<file path="src/rtl/dtc_pkg.sv">
// -----------------------------------------------------------------------------
// dtc_pkg
// Shared types and constants for the down_timer_ctrl countdown timer.
//   state_t        : controller state (IDLE / RUN / PAUSE, 2'd3 illegal)
//   DTC_STATE_W    : width of the state encoding
//   DTC_WIDTH_DEF  : default counter width
// -----------------------------------------------------------------------------
package dtc_pkg;

  localparam int DTC_STATE_W   = 2;
  localparam int DTC_WIDTH_DEF = 4;

  typedef enum logic [DTC_STATE_W-1:0] {
    IDLE  = 2'd0,
    RUN   = 2'd1,
    PAUSE = 2'd2
  } state_t;

endpackage

</file>
<file path="src/rtl/dtc_down_counter.sv">
// -----------------------------------------------------------------------------
// dtc_down_counter
// WIDTH-bit synchronous down counter used as the timer datapath.
//   i_clk      : rising-edge clock
//   i_reset    : synchronous active-high reset, count -> all ones
//   i_load     : load i_load_val (has priority over i_en)
//   i_load_val : value to load
//   i_en       : decrement by one
//   o_count    : current count
//   o_is_one   : high when the count equals 1 (next decrement is terminal)
// -----------------------------------------------------------------------------
module dtc_down_counter
  import dtc_pkg::*;
#(
  parameter int WIDTH = DTC_WIDTH_DEF
) (
  input  logic             i_clk,
  input  logic             i_reset,
  input  logic             i_load,
  input  logic [WIDTH-1:0] i_load_val,
  input  logic             i_en,
  output logic [WIDTH-1:0] o_count,
  output logic             o_is_one
);

  logic [WIDTH-1:0] r_count;

  always_ff @(posedge i_clk) begin
    if (i_reset) begin
      r_count <= '1;
    end else if (i_load) begin
      r_count <= i_load_val;
    end else if (i_en) begin
      r_count <= r_count - WIDTH'(1);
    end
  end

  assign o_count  = r_count;
  assign o_is_one = (r_count == WIDTH'(1));

endmodule

</file>
<file path="src/rtl/down_timer_ctrl.sv">
// -----------------------------------------------------------------------------
// down_timer_ctrl
// Programmable countdown timer controller: load, decrement per tick, pause,
// resume, abort, one-shot or auto-reload, one-cycle done pulse at terminal
// count.
//
// Build option: DTC_PRESCALE_EN -- when defined, a prescaler produces a tick
// every PRESCALE clocks while running (PRESCALE parameter exists only then).
// When undefined, the counter ticks every clock in RUN.
//
// Ports:
//   i_clk         : rising-edge clock
//   i_reset       : synchronous active-high reset
//   i_start       : IDLE: load and run; RUN: restart; PAUSE: resume
//   i_pause       : RUN -> PAUSE (count frozen)
//   i_abort       : any state -> IDLE, count held, no done
//   i_auto_reload : periodic mode, sampled on load
//   i_load_val    : start value, sampled on load
//   o_count       : current counter value
//   o_busy        : high in RUN or PAUSE
//   o_paused      : high in PAUSE
//   o_done        : one-cycle pulse at terminal count
//
// state | meaning
// IDLE  | stopped, count holds last value, waiting for start
// RUN   | counting down once per tick
// PAUSE | frozen, start resumes without reload
// -----------------------------------------------------------------------------
module down_timer_ctrl
  import dtc_pkg::*;
#(
  parameter int WIDTH = DTC_WIDTH_DEF
`ifdef DTC_PRESCALE_EN
  ,
  parameter int PRESCALE = 4
`endif
) (
  input  logic             i_clk,
  input  logic             i_reset,
  input  logic             i_start,
  input  logic             i_pause,
  input  logic             i_abort,
  input  logic             i_auto_reload,
  input  logic [WIDTH-1:0] i_load_val,
  output logic [WIDTH-1:0] o_count,
  output logic             o_busy,
  output logic             o_paused,
  output logic             o_done
);

  state_t           r_state;
  logic             r_busy;
  logic             r_paused;
  logic             r_done;
  logic [WIDTH-1:0] r_reload;
  logic             r_auto;

  logic             w_tick;
  logic             w_is_one;
  logic             w_start_ld;
  logic             w_term;
  logic             w_cnt_load;
  logic             w_cnt_en;
  logic [WIDTH-1:0] w_cnt_val;

`ifdef DTC_PRESCALE_EN
  localparam int PRE_W = $clog2(PRESCALE);
  logic [PRE_W-1:0] r_pre;

  assign w_tick = (r_pre == PRE_W'(PRESCALE - 1));

  // Any command, a tick, or not running restarts the prescale window so the
  // first decrement after load or resume lands a full PRESCALE clocks later.
  always_ff @(posedge i_clk) begin
    if (i_reset) begin
      r_pre <= '0;
    end else if (r_state != RUN || i_abort || i_pause || i_start || w_tick) begin
      r_pre <= '0;
    end else begin
      r_pre <= r_pre + PRE_W'(1);
    end
  end
`else
  assign w_tick = 1'b1;
`endif

  // Counter control; priority abort > pause > start > tick.
  always_comb begin
    w_start_ld = 1'b0;
    w_term     = 1'b0;
    w_cnt_load = 1'b0;
    w_cnt_en   = 1'b0;
    w_cnt_val  = i_load_val;
    case (r_state)
      IDLE: w_start_ld = i_start && !i_abort;
      RUN: begin
        if (!i_abort && !i_pause) begin
          if (i_start) begin
            w_start_ld = 1'b1;
          end else if (w_tick) begin
            w_term = w_is_one;
            if (w_is_one && r_auto) begin
              // reload straight from 1 so a 0 is never shown in periodic mode
              w_cnt_load = 1'b1;
              w_cnt_val  = r_reload;
            end else begin
              w_cnt_en = 1'b1;
            end
          end
        end
      end
      default: ;
    endcase
    if (w_start_ld) begin
      w_cnt_load = 1'b1;
    end
  end

  always_ff @(posedge i_clk) begin
    if (i_reset) begin
      r_state  <= IDLE;
      r_busy   <= 1'b0;
      r_paused <= 1'b0;
      r_done   <= 1'b0;
      r_reload <= '0;
      r_auto   <= 1'b0;
    end else begin
      r_done <= 1'b0;
      if (w_start_ld) begin
        r_reload <= i_load_val;
        r_auto   <= i_auto_reload;
      end
      case (r_state)
        IDLE: begin
          if (w_start_ld) begin
            if (i_load_val == '0) begin
              // zero load is an immediate terminal event, timer never runs
              r_done <= 1'b1;
            end else begin
              r_state <= RUN;
              r_busy  <= 1'b1;
            end
          end
        end
        RUN: begin
          if (i_abort) begin
            r_state <= IDLE;
            r_busy  <= 1'b0;
          end else if (i_pause) begin
            r_state  <= PAUSE;
            r_paused <= 1'b1;
          end else if (w_start_ld) begin
            // restart masks any terminal event; a zero restart just stops
            if (i_load_val == '0) begin
              r_state <= IDLE;
              r_busy  <= 1'b0;
            end
          end else if (w_term) begin
            r_done <= 1'b1;
            if (!r_auto) begin
              r_state <= IDLE;
              r_busy  <= 1'b0;
            end
          end
        end
        PAUSE: begin
          if (i_abort) begin
            r_state  <= IDLE;
            r_busy   <= 1'b0;
            r_paused <= 1'b0;
          end else if (i_start) begin
            r_state  <= RUN;
            r_paused <= 1'b0;
          end
        end
        default: begin
          r_state  <= IDLE;
          r_busy   <= 1'b0;
          r_paused <= 1'b0;
        end
      endcase
    end
  end

  dtc_down_counter #(
    .WIDTH(WIDTH)
  ) u_counter (
    .i_clk      (i_clk),
    .i_reset    (i_reset),
    .i_load     (w_cnt_load),
    .i_load_val (w_cnt_val),
    .i_en       (w_cnt_en),
    .o_count    (o_count),
    .o_is_one   (w_is_one)
  );

  assign o_busy   = r_busy;
  assign o_paused = r_paused;
  assign o_done   = r_done;

endmodule
</file>
<file path="config.mk">
export PLATFORM = sky130hd
export DESIGN_NAME = down_timer_ctrl
export DESIGN_NICKNAME = d
export VERILOG_FILES = /design/src/rtl/dtc_pkg.sv /design/src/rtl/dtc_down_counter.sv /design/src/rtl/down_timer_ctrl.sv
export SDC_FILE = /design/constraint.sdc
export NUM_CORES = 1
export LEC_CHECK = 0
export BUFFER_PORTS_ARGS = -buffer_cell sky130_fd_sc_hd__buf_2
export CAP_MARGIN = 15
export CORE_MARGIN = 10
export CORE_UTILIZATION = 45
export CTS_BUF_LIST = sky130_fd_sc_hd__clkbuf_8
export DETAILED_ROUTE_END_ITERATION = 8
export GPL_ROUTABILITY_DRIVEN = 0
export PLACE_DENSITY = 0.76
export SLEW_MARGIN = 30
export SYNTH_ARGS = -nofsm -noshare
export SYNTH_HDL_FRONTEND = slang
export SYNTH_SLANG_ARGS = --single-unit
</file>
<file path="constraint.sdc">
create_clock -name i_clk -period 3 [get_ports i_clk]
set_clock_uncertainty 0.1 [all_clocks]
set_input_delay 0.45 -clock i_clk [delete_from_list [all_inputs] [get_ports i_clk]]
set_output_delay 0.45 -clock i_clk [all_outputs]
set_load 0.01 [all_outputs]
</file>
Yosys cells after proc, flatten, opt, wreduce, memory -nomap -nowiden
Index checks and enable logic that the tools add are counted.
W data, S select, Z words.
{"block": "word_totals", "in_bits": 10, "reg_bits": 14, "out_inout_bits": 7}
{"block": "op_classes", "n_bitwise": 1, "mux": 54, "n_addsub": 1, "n_reduce_logical": 11, "n_eq_ne": 16}
{"operator": "$mux W1", "count": 33}
{"operator": "$mux W4", "count": 6}
{"operator": "$mux W2", "count": 10}
{"operator": "$ne A5 B5 Y1 const B", "count": 3}
{"operator": "$ne A4 B4 Y1 const B", "count": 3}
{"operator": "$ne A2 B2 Y1 const B", "count": 5}
{"operator": "$reduce_and A7 Y1", "count": 1}
{"operator": "$ne A3 B3 Y1 const B", "count": 2}
{"operator": "$pmux W1 S3", "count": 2}
{"operator": "$pmux W2 S3", "count": 1}
{"operator": "$reduce_and A6 Y1", "count": 1}
{"operator": "$eq A4 B1 Y1 const B", "count": 1}
{"operator": "$logic_not A4 Y1", "count": 1}
{"operator": "$pmux W1 S2", "count": 2}
{"operator": "$reduce_and A4 Y1", "count": 1}
{"operator": "$sub A4 B1 Y4 const B", "count": 1}
{"operator": "$logic_and A1 B1 Y1", "count": 3}
{"operator": "$eq A2 B1 Y1 const B", "count": 1}
{"operator": "$eq A2 B2 Y1 const B", "count": 1}
{"operator": "$logic_not A1 Y1", "count": 2}
{"operator": "$logic_not A2 Y1", "count": 1}
{"operator": "$reduce_bool A2 Y1", "count": 1}
{"operator": "$not A1 Y1", "count": 1}

Depth between registers and ports, before layout
Gate-level depths: netlist of run 1.
{"block": "logic_depth", "word_depth": 9, "ltp_mapped": 6, "mapped_depth_nobuf": 6}

Cells and area by module
Synthesis of run 1 repeated with hierarchy kept, for this count alone.
{"block": "hier_totals", "cells_unflattened": 99, "hier_area_um2": 870.8}
{"mod": "down_timer_ctrl", "cells_each": 73, "n_inst": 1, "area_each_um2": 604.3}
{"mod": "dtc_down_counter", "cells_each": 26, "n_inst": 1, "area_each_um2": 266.5}

Least setup slack after synthesis of run 1
Ideal clock, no wire load.
{"block": "synth_timing", "path_type": "input-to-reg", "from": "input port i_abort", "to": "register u_counter.r_count[2] (netlist: u_counter.o_count[2])", "n_path_buf": 1, "setup_slack_ns": 1.392, "required_time_ns": 2.771, "arrival_time_ns": 1.379, "setup_time_ns": 0.129, "path_stages": 5, "cell_sequence": "buf_2 -> nor4b_4 -> a32oi_1 -> a221oi_1 -> o21ai_1"}
{"block": "synth_between", "elab_chain_len": 6, "elab_cells_between_ends": 14, "classes_between": "10 x mux; 4 x reduce/logical"}
{"item": "from (decl)", "line_no": "down_timer_ctrl.sv:42", "rtl": "input logic i_abort,"}
{"item": "$logic_not A1 Y1 *", "line_no": "down_timer_ctrl.sv:95, down_timer_ctrl.sv:97"}
{"item": "$logic_and A1 B1 Y1", "line_no": "down_timer_ctrl.sv:97", "rtl": "if (!i_abort && !i_pause) begin"}
{"item": "$mux W1", "line_no": "down_timer_ctrl.sv:97"}
{"item": "$pmux W1 S2 or $mux W1 (tied branches)", "line_no": "down_timer_ctrl.sv:94", "rtl": "case (r_state)"}
{"item": "$mux W1", "line_no": "down_timer_ctrl.sv:114", "rtl": "if (w_start_ld) begin"}
{"item": "$mux W4 or $reduce_bool A2 Y1 (tied branches)"}
{"item": "to (signal assigned)", "line_no": "dtc_down_counter.sv:32", "rtl": "r_count <= i_load_val;"}
{"item": "to (signal assigned)", "line_no": "dtc_down_counter.sv:34", "rtl": "r_count <= r_count - WIDTH'(1);"}
{"item": "to (decl)", "line_no": "dtc_down_counter.sv:26", "rtl": "logic [WIDTH-1:0] r_count;"}
Mark *: on every way between the ends. The rest lies on a longest branch, timed or not.
A chain may end at the register's enable or synchronous reset.

Worst setup path after layout of run 1
{"block": "layout_timing", "from": "register u_counter.r_count[0] (netlist: u_counter.o_count[0])", "to": "register u_counter.r_count[2] (netlist: u_counter.o_count[2])"}
{"block": "layout_between", "elab_chain_len": 8, "elab_cells_between_ends": 19, "classes_between": "1 x add/sub; 1 x eq/ne; 15 x mux; 2 x reduce/logical"}
{"item": "$eq A4 B1 Y1", "line_no": "dtc_down_counter.sv:39", "rtl": "assign o_is_one = (r_count == WIDTH'(1));"}
{"item": "$logic_and A1 B1 Y1", "line_no": "down_timer_ctrl.sv:102", "rtl": "if (w_is_one && r_auto) begin"}
{"item": "$mux W1", "line_no": "down_timer_ctrl.sv:102"}
{"item": "$mux W1", "line_no": "down_timer_ctrl.sv:98", "rtl": "if (i_start) begin"}
{"item": "$mux W1", "line_no": "down_timer_ctrl.sv:97"}
{"item": "$mux W1", "line_no": "down_timer_ctrl.sv:94"}
{"item": "$mux W1", "line_no": "down_timer_ctrl.sv:114"}
{"item": "$mux W4 or $reduce_bool A2 Y1 (tied branches)"}
Parallel ways exist; a longest one is shown, timed or not. The select of a mux whose other input is x is not followed.

==> impl_metrics.toml, run 1 <==
[run_status]
status = "finished, final reports clean"

[sta]
relSlewSlack_pct = 51.2
finalCritPeriodShare_pct = 57.2
fin_tns_setup_ps = 0
tightest_slew_ps = 726
hold_slack_ps = 347
rsz0062_at_grt = "false"
post-route-min-period_ps = 1720
setup_slack_ps = 1280
fmax_ghz = 0.583
finalSetupViolCount = 0
slew_violations = 0
hold_violations = 0

[die]
die_w_um = 64.3
initial_core_util_pct = 49.1
die_area_sq_um = 4140
core_area_sq_um = 1800
ios = 17
die_h_um = 64.3
row_count = 15

[drt]
vias = 843
drc_errors = 0
drtPass1Iterations = 4
ant_nets = 0
drtIter0Drc = 35
viasPerCell = 5.85
wl_per_cell_um = 14.6
postRouteWirelength_mm = 2.11

[hold_path]
hold_path_class = "in2reg"
min-delay-start = "i_auto_reload"

[synth]
synth_cell_type_count = 40
ys_seq_area_share_pct = 31.7
synthDominantCellAreaShare_pct = 31.7
yosys-top-cells-area = "dfxtp_1 32%, nand2_1 6.4%, nor4b_4 5.4%, nor2_1 4.7%, a21oi_1 4.5%"
synth_edf_count = 0
syn-num-nets = 117
synth_area_per_cell_sq_um = 8.42
yosysWarnings = 0
syn_area_sq_um = 885
yosys_register_bits = 14
async_flop_share_pct = 0
synth_area_leader_cell = "dfxtp_1"
syn_inst = 105
synth-main-ff-cell = "dfxtp_1"

[global_routing]
grt_pass1_vias = 701
overflow = 0
grt_usage_pct = 10.0
antenna_found_initial = 0
busiest_layer = "met2"
grt_pass1_wl_mm = 3.39
gr-usage-met3_pct = 4.70
grt_max_degree = 16
grt_util_met1_pct = 12.3
use_met2_pct = 14.8

[cells_and_area]
diodes = 0
multiInputGateArea_sq_um = 543
final_nets = 132
layout_common_cells = "16 x buf_2, 15 x nand2_1, 14 x dfxtp_1"
nFillCells = 188
final_common_cell = "buf_2"
synthToLayoutAreaGrowth_pct = 13.2
seq_area_sq_um = 280
layout-drive-gt1-share_pct = 23.5
fin_cells = 144

[critical_path]
crit_fanout = 7
crit_chain = "ha_1 > nor4b_4 > a32oi_1 > a221oi_1 > o21ai_1"
endpoint_kind = "flip-flop"
cpMaxStageDelayCell = "dfxtp_1"
ff2ff_setup_slack_ps = 1280
arrival_ps = 1740
max_stage_delay_ps = 440
startpoint = "u_counter.o_count[0]"
worstSetupPathType = "reg2reg"
r2r-start = "u_counter.o_count[0]"
cp.required_ps = 3030
start_kind = "flip-flop"

[pwr]
power_density_nw_per_um2 = 448
peakVddDrop_v = 0.000397
p_leak_nw = 0.381
power_uw = 448

[clock_tree]
cts_made_buffers = 3
clk_path_buf_depth = 2
cts_setup_buffers = 0
ctsResizeCount = 0
cts_root_buf = "clkbuf_8"
cts_tree = "built"
path_clk_slew_ps = 60
postCtsHoldBufs = 0
cts_sinks = 14
clkLatencyLatePin_ps = 250
htreeDepth = 1

[placement]
dp.cells = 140
pre_cts_ws_ps = 1230
port_buffers = 16
dp_hpwl_mm = 1.57

[run]
drv_cap = 0
cells by family after synthesis:
| logic type | share of synthesized area (%) |
|---|---|
| adders and majority gates | 2.83 |
| AOI/OAI and AO/OA | 23.3 |
| buffers and inverters | 6.93 |
| muxes | 1.13 |
| DFF | 31.7 |
| and+or+nand+nor | 34.1 |
synthesized netlist by cell type, types with 3 or more instances:
| cell | n |
|---|---|
| nand2_1 | 15 |
| dfxtp_1 | 14 |
| nor2_1 | 11 |
| a21oi_1 | 8 |
| o21ai_1 | 5 |
| a221oi_1 | 3 |
| a32oi_1 | 3 |
| buf_6 | 3 |
| inv_1 | 3 |
registers in the layout, indices dropped and copies added (netlist names):
register / flops
r_auto: 1
r_state: 2
r_reload: 4
o_busy: 1
o_paused: 1
u_counter.o_count: 4
o_done: 1
layer usage:
layer	routed length, um	share of wire, %
met5	0	0
met4	22	1.0
met3	198	9.4
met2	958	45
met1	929	44
final cells by class:
class	count	share of cell area, %
well taps	25	3.13
clock buffers	4	5.50
repair buffers	16	8.00
multi-input cells	82	54.3
inverters	3	1.13
flip-flops and latches	14	28.0
metrics by stage:
stage,instance area [sq um],utilization (%)
after floorplan,885,-
after global placement,946,52.5
after detailed placement,946,52.5
after CTS,1000,55.6
after global routing,1000,55.6
final,1000,55.6
worst max-delay path: cells and delay by family (launching register included):
family          cells  cell delay (ps)
fa+ha+maj           1              200
flops               1              440
compound gates      3              560
simple gates        1              280
path summary, 6_finish.rpt:
| path | to | depth (start not counted) |
|---|---|---|
| min reg2reg | r_reload[0] | 2 |
| max | u_counter.o_count[2] | 5 |
| max reg2reg | u_counter.o_count[2] | 5 |
| min | r_auto | 3 |
where the power goes:
group	switching, mW	internal [mW]
clock network	0.0678	0.116
logic	0.0353	0.0249
registers	0.00982	0.194
Power figures use the tool's default switching activity.
==> inputs of run 2 (changes only) <==
==> constraint.sdc (replaced) <==
create_clock -name i_clk -period 1.6 [get_ports i_clk]
set_clock_uncertainty 0.1 [all_clocks]
set_input_delay 0.24 -clock i_clk [delete_from_list [all_inputs] [get_ports i_clk]]
set_output_delay 0.24 -clock i_clk [all_outputs]
set_load 0.01 [all_outputs]
==> run 2 against run 1 <==
The run now ends with negative setup slack left. Combinational power increased by 120%. Die area unchanged. Via count increased by 7.8%. Global-route usage increased by 0.59 points. Non-clock buffer count increased by 13. Power increased by 81%. Critical endpoint is now u_counter.o_count[1]. Largest cell class unchanged. Largest power group unchanged.
==> impl_metrics.toml, run 2 (synthesis gave the netlist of run 1 again) <==
[run_status]
violations = "negative setup slack"
status = "complete, but fails checks"

[die]
die_h_um = 64.3
core_area_sq_um = 1800
die_area_sq_um = 4140
row_count = 15
initial_core_util_pct = 49.1
ios = 17
die_w_um = 64.3

[drt]
viasPerCell = 5.83
drtPass1Iterations = 4
ant_nets = 0
wl_per_cell_um = 16.0
drc_errors = 0
postRouteWirelength_mm = 2.49
vias = 909
drtIter0Drc = 22

[placement]
placedInstanceArea_sq_um = 1010
dp_hpwl_mm = 1.68
port_buffers = 16
dp.cells = 148
pre_cts_ws_ps = -26.8

[sta]
fmax_ghz = 0.623
post-route-min-period_ps = 1610
finalSetupViolCount = 1
hold_slack_ps = 128
slew_violations = 0
fin_tns_setup_ps = -6.27
finalCritPeriodShare_pct = 100
tightest_slew_ps = 373
relSlewSlack_pct = 75.1
setup_slack_ps = -6.27
hold_violations = 0

[critical_path]
cp.required_ps = 1660
endpoint_kind = "flip-flop"
r2r_cells = 6
arrival_ps = 1670
worstSetupPathType = "reg2reg"
crit_fanout = 7
start_kind = "flip-flop"

[pwr]
p_int_uw = 590
power_uw = 813
p_comb_share_pct = 16.5
power.share.switching_pct = 27.4
power_density_nw_per_um2 = 718
p_leak_nw = 0.442
p_switching_uw = 223
p_clk_share_pct = 36.4
peakVddDrop_v = 0.000475
pwr-share-seq_pct = 47.1

[clock_tree]
htreeDepth = 1
clkLatencyLatePin_ps = 250
cts_root_buf = "clkbuf_8"
clk_path_buf_depth = 2
cts_tree = "built"
postCtsHoldBufs = 0
cts_sinks = 14
path_clk_slew_ps = 60
cts_made_buffers = 3

[cells_and_area]
seq_area_sq_um = 289
fin_cells = 156
multiInputGateArea_sq_um = 582
fin_area_sq_um = 1130
layout-drive-gt1-share_pct = 37.4
final_nets = 145
diodes = 0
synthToLayoutAreaGrowth_pct = 28.0
final_common_cell = "buf_2"
layout_common_cells = "16 x buf_2, 15 x nand2_1, 13 x buf_4"
fin_util_pct = 62.8
nFillCells = 160

[global_routing]
grt_max_degree = 16
grt_pass1_vias = 813
grt_usage_pct = 10.6
antenna_found_initial = 0
overflow = 0
grt_pass1_wl_mm = 3.57

[run]
drv_cap = 0

[hold_path]
hold_path_class = "in2reg"
min_path_cells = 3
-- run 2: what timing repair did --
action	in CTS	in global routing
endpoints found under the setup margin	1	7
resized for setup	0	12
pin swaps	0	4
setup buffers	1	4
-- run 2: routing by layer --
layer  GRT usage [%]  up-vias  share of wire, %
met5               0        -                 0
met4            8.02        0               3.7
met3            3.48        9               7.1
met2            15.8       35                48
met1            12.3      425                41
li1                -      440                 -
-- run 2: path summary, 6_finish.rpt --
path / slack (ps) / start / end
worst min register to register: 370 / r_reload[0] / r_reload[0]
worst min-delay path: 130 / i_auto_reload / r_auto
worst max register to register: -6 / u_counter.o_count[0] / u_counter.o_count[1]
worst max-delay path: -6 / u_counter.o_count[0] / u_counter.o_count[1]
-- run 2: layout make-up --
type,count,area share [%]
clock buffer,3,3.65
inverter,3,0.994
multi-input combinational,82,51.4
sequential,14,25.5
tap,25,2.76
timing repair buffer,29,15.7
-- run 2: critical path: stages, from the launching register on --
cell and delay, ps:
dfxtp_4 400, ha_4 140, nor4b_4 240, buf_4 170, buf_4 100, nand4_1 130, a32oi_1 240
-- run 2: power by group through the flow --
stage                     combinational, mW  sequential, mW  clock [mW]
after floorplan                      0.0811           0.387           0
after global placement                0.123           0.387           0
after detailed placement              0.124           0.388           0
after CTS                             0.125           0.381       0.296
after global routing                  0.147           0.385       0.308
final                                 0.134           0.383       0.296
==> inputs of run 3 (changes only) <==
--- a/config.mk
+++ b/config.mk
@@ -5,14 +5,15 @@
 export SDC_FILE = /design/constraint.sdc
 export NUM_CORES = 1
 export LEC_CHECK = 0
-export BUFFER_PORTS_ARGS = -buffer_cell sky130_fd_sc_hd__buf_2
+export ABC_CLOCK_PERIOD_IN_PS = 1600
 export CAP_MARGIN = 15
 export CORE_MARGIN = 10
 export CORE_UTILIZATION = 45
 export CTS_BUF_LIST = sky130_fd_sc_hd__clkbuf_8
 export DETAILED_ROUTE_END_ITERATION = 8
+export DONT_BUFFER_PORTS = 1
 export GPL_ROUTABILITY_DRIVEN = 0
-export PLACE_DENSITY = 0.76
+export PLACE_DENSITY = 0.69
 export SLEW_MARGIN = 30
 export SYNTH_ARGS = -nofsm -noshare
 export SYNTH_HDL_FRONTEND = slang
==> run 3 against run 2 <==
Sequential share of layout area is 1.1 points higher. Sequential power is essentially flat. Critical path depth is the same. First-iteration DRC count increased by 41%. The flow finishes with violations (negative hold slack). Core utilization decreased by 2.8 points. Critical endpoint is now u_counter.o_count[2].
==> impl_metrics.toml, run 3 (synthesis gave the netlist of run 1 again) <==
[drt]
drc_errors = 0
vias = 861
postRouteWirelength_mm = 2.28
ant_nets = 0
wl_per_cell_um = 16.0
drtIter0Drc = 31
viasPerCell = 6.06
drtPass1Iterations = 4

[sta]
tightest_slew_ps = 471
finalSetupViolCount = 0
hold_violations = 1
rsz0062_at_grt = "true"
finalCritPeriodShare_pct = 97.1
slew_violations = 0
hold_slack_ps = -0.712
fin_tns_setup_ps = 0
fmax_ghz = 0.644
relSlewSlack_pct = 68.5
post-route-min-period_ps = 1550

[clock_tree]
cts_sinks = 14
cts_root_buf = "clkbuf_8"
cts_tree = "built"
cts_made_buffers = 3
clk_path_buf_depth = 2
path_clk_slew_ps = 60
htreeDepth = 1
clkLatencyLatePin_ps = 250

[global_routing]
grt_util_met1_pct = 13.0
grt_pass1_vias = 808
antenna_found_initial = 0
grt_usage_pct = 10.9
overflow = 0
grt_pass1_wl_mm = 3.71
busiest_layer = "met2"
gr-usage-met3_pct = 4.18
use_met2_pct = 17.4
grt_max_degree = 12

[die]
core_area_sq_um = 1800
row_count = 15
ios = 17
initial_core_util_pct = 49.1
die_area_sq_um = 4140
die_w_um = 64.3
die_h_um = 64.3

[critical_path]
arrival_ps = 1590
cp.required_ps = 1630
crit_fanout = 4
worstSetupPathType = "reg2reg"
start_kind = "flip-flop"
endpoint_kind = "flip-flop"

[run_status]
violations = "negative hold slack"
status = "complete, but fails checks"

[cells_and_area]
synthToLayoutAreaGrowth_pct = 22.2
final_nets = 130
layout_common_cells = "15 x nand2_1, 12 x buf_4, 11 x nor2_1"
layout-drive-gt1-share_pct = 29.9
diodes = 0
final_common_cell = "nand2_1"
fin_util_pct = 60.0

[pwr]
power_density_nw_per_um2 = 778
peakVddDrop_v = 0.000765
p_leak_nw = 0.388

[placement]
port_buffers = 0
dp_hpwl_mm = 1.65

[hold_path]
hold_path_class = "in2reg"

[run]
drv_cap = 0
run 3: repair_timing:
action                                  CTS  global route
pin swaps                                 0             4
endpoints found under the hold margin    10             0
setup buffers                             1             1
hold buffers                              2             0
resized for setup                         1            11
endpoints found under the setup margin    2             6
run 3: routing by layer:
| metal | wire length (um) | part of all wire [%] | up-vias |
|---|---|---|---|
| met5 | 0 | 0 | - |
| met4 | 45 | 2.0 | 0 |
| met3 | 200 | 8.8 | 8 |
| met2 | 1040 | 46 | 26 |
| met1 | 988 | 43 | 414 |
| li1 | - | - | 413 |
run 3: critical path, stage by stage (launching register included):
cell	delay [ps]
dfxtp_2	330
inv_2	80
ha_4	130
nor4b_4	270
a32oi_2	190
a221oi_2	260
o21ai_1	80
run 3: area by class of cell:
| class | instances | area [sq um] |
|---|---|---|
| Tap cell | 25 | 31.3 |
| Inverter | 3 | 11.3 |
| Fill cell | 175 | 721 |
| Multi-Input combinational cell | 82 | 586 |
| Sequential cell | 14 | 288 |
| Clock buffer | 4 | 55.1 |
| Timing Repair Buffer | 14 | 110 |
run 3: path summary, 6_finish.rpt:
| kind | startpoint | to | slack, ps | depth (start not counted) |
|---|---|---|---|---|
| setup reg to reg | u_counter.o_count[1] | u_counter.o_count[2] | 50 | 6 |
| hold reg to reg | r_reload[3] | r_reload[3] | 350 | 2 |
| setup / recovery | u_counter.o_count[1] | u_counter.o_count[2] | 50 | 6 |
| hold / removal | i_reset | u_counter.o_count[2] | -0.7 | 2 |
run 3: power by group:
| part | total, mW | switching (mW) | internal, mW |
|---|---|---|---|
| combinational | 0.113 | 0.0571 | 0.0562 |
| clock | 0.346 | 0.128 | 0.218 |
| sequential | 0.382 | 0.0175 | 0.364 |
run 3: through the flow:
step	instances	cell area [sq um]	setup WS [ps]	total power, mW	hold slack (ps)
2_1_floorplan	105	886	57.7	0.468	254
3_3_place_gp	134	942	54.4	0.482	212
3_5_place_dp	134	942	-56.9	0.484	210
4_1_cts	141	1030	18.6	0.838	15.0
5_1_grt	142	1080	-81.0	0.879	14.9
6_report	142	1080	47.0	0.841	-0.712
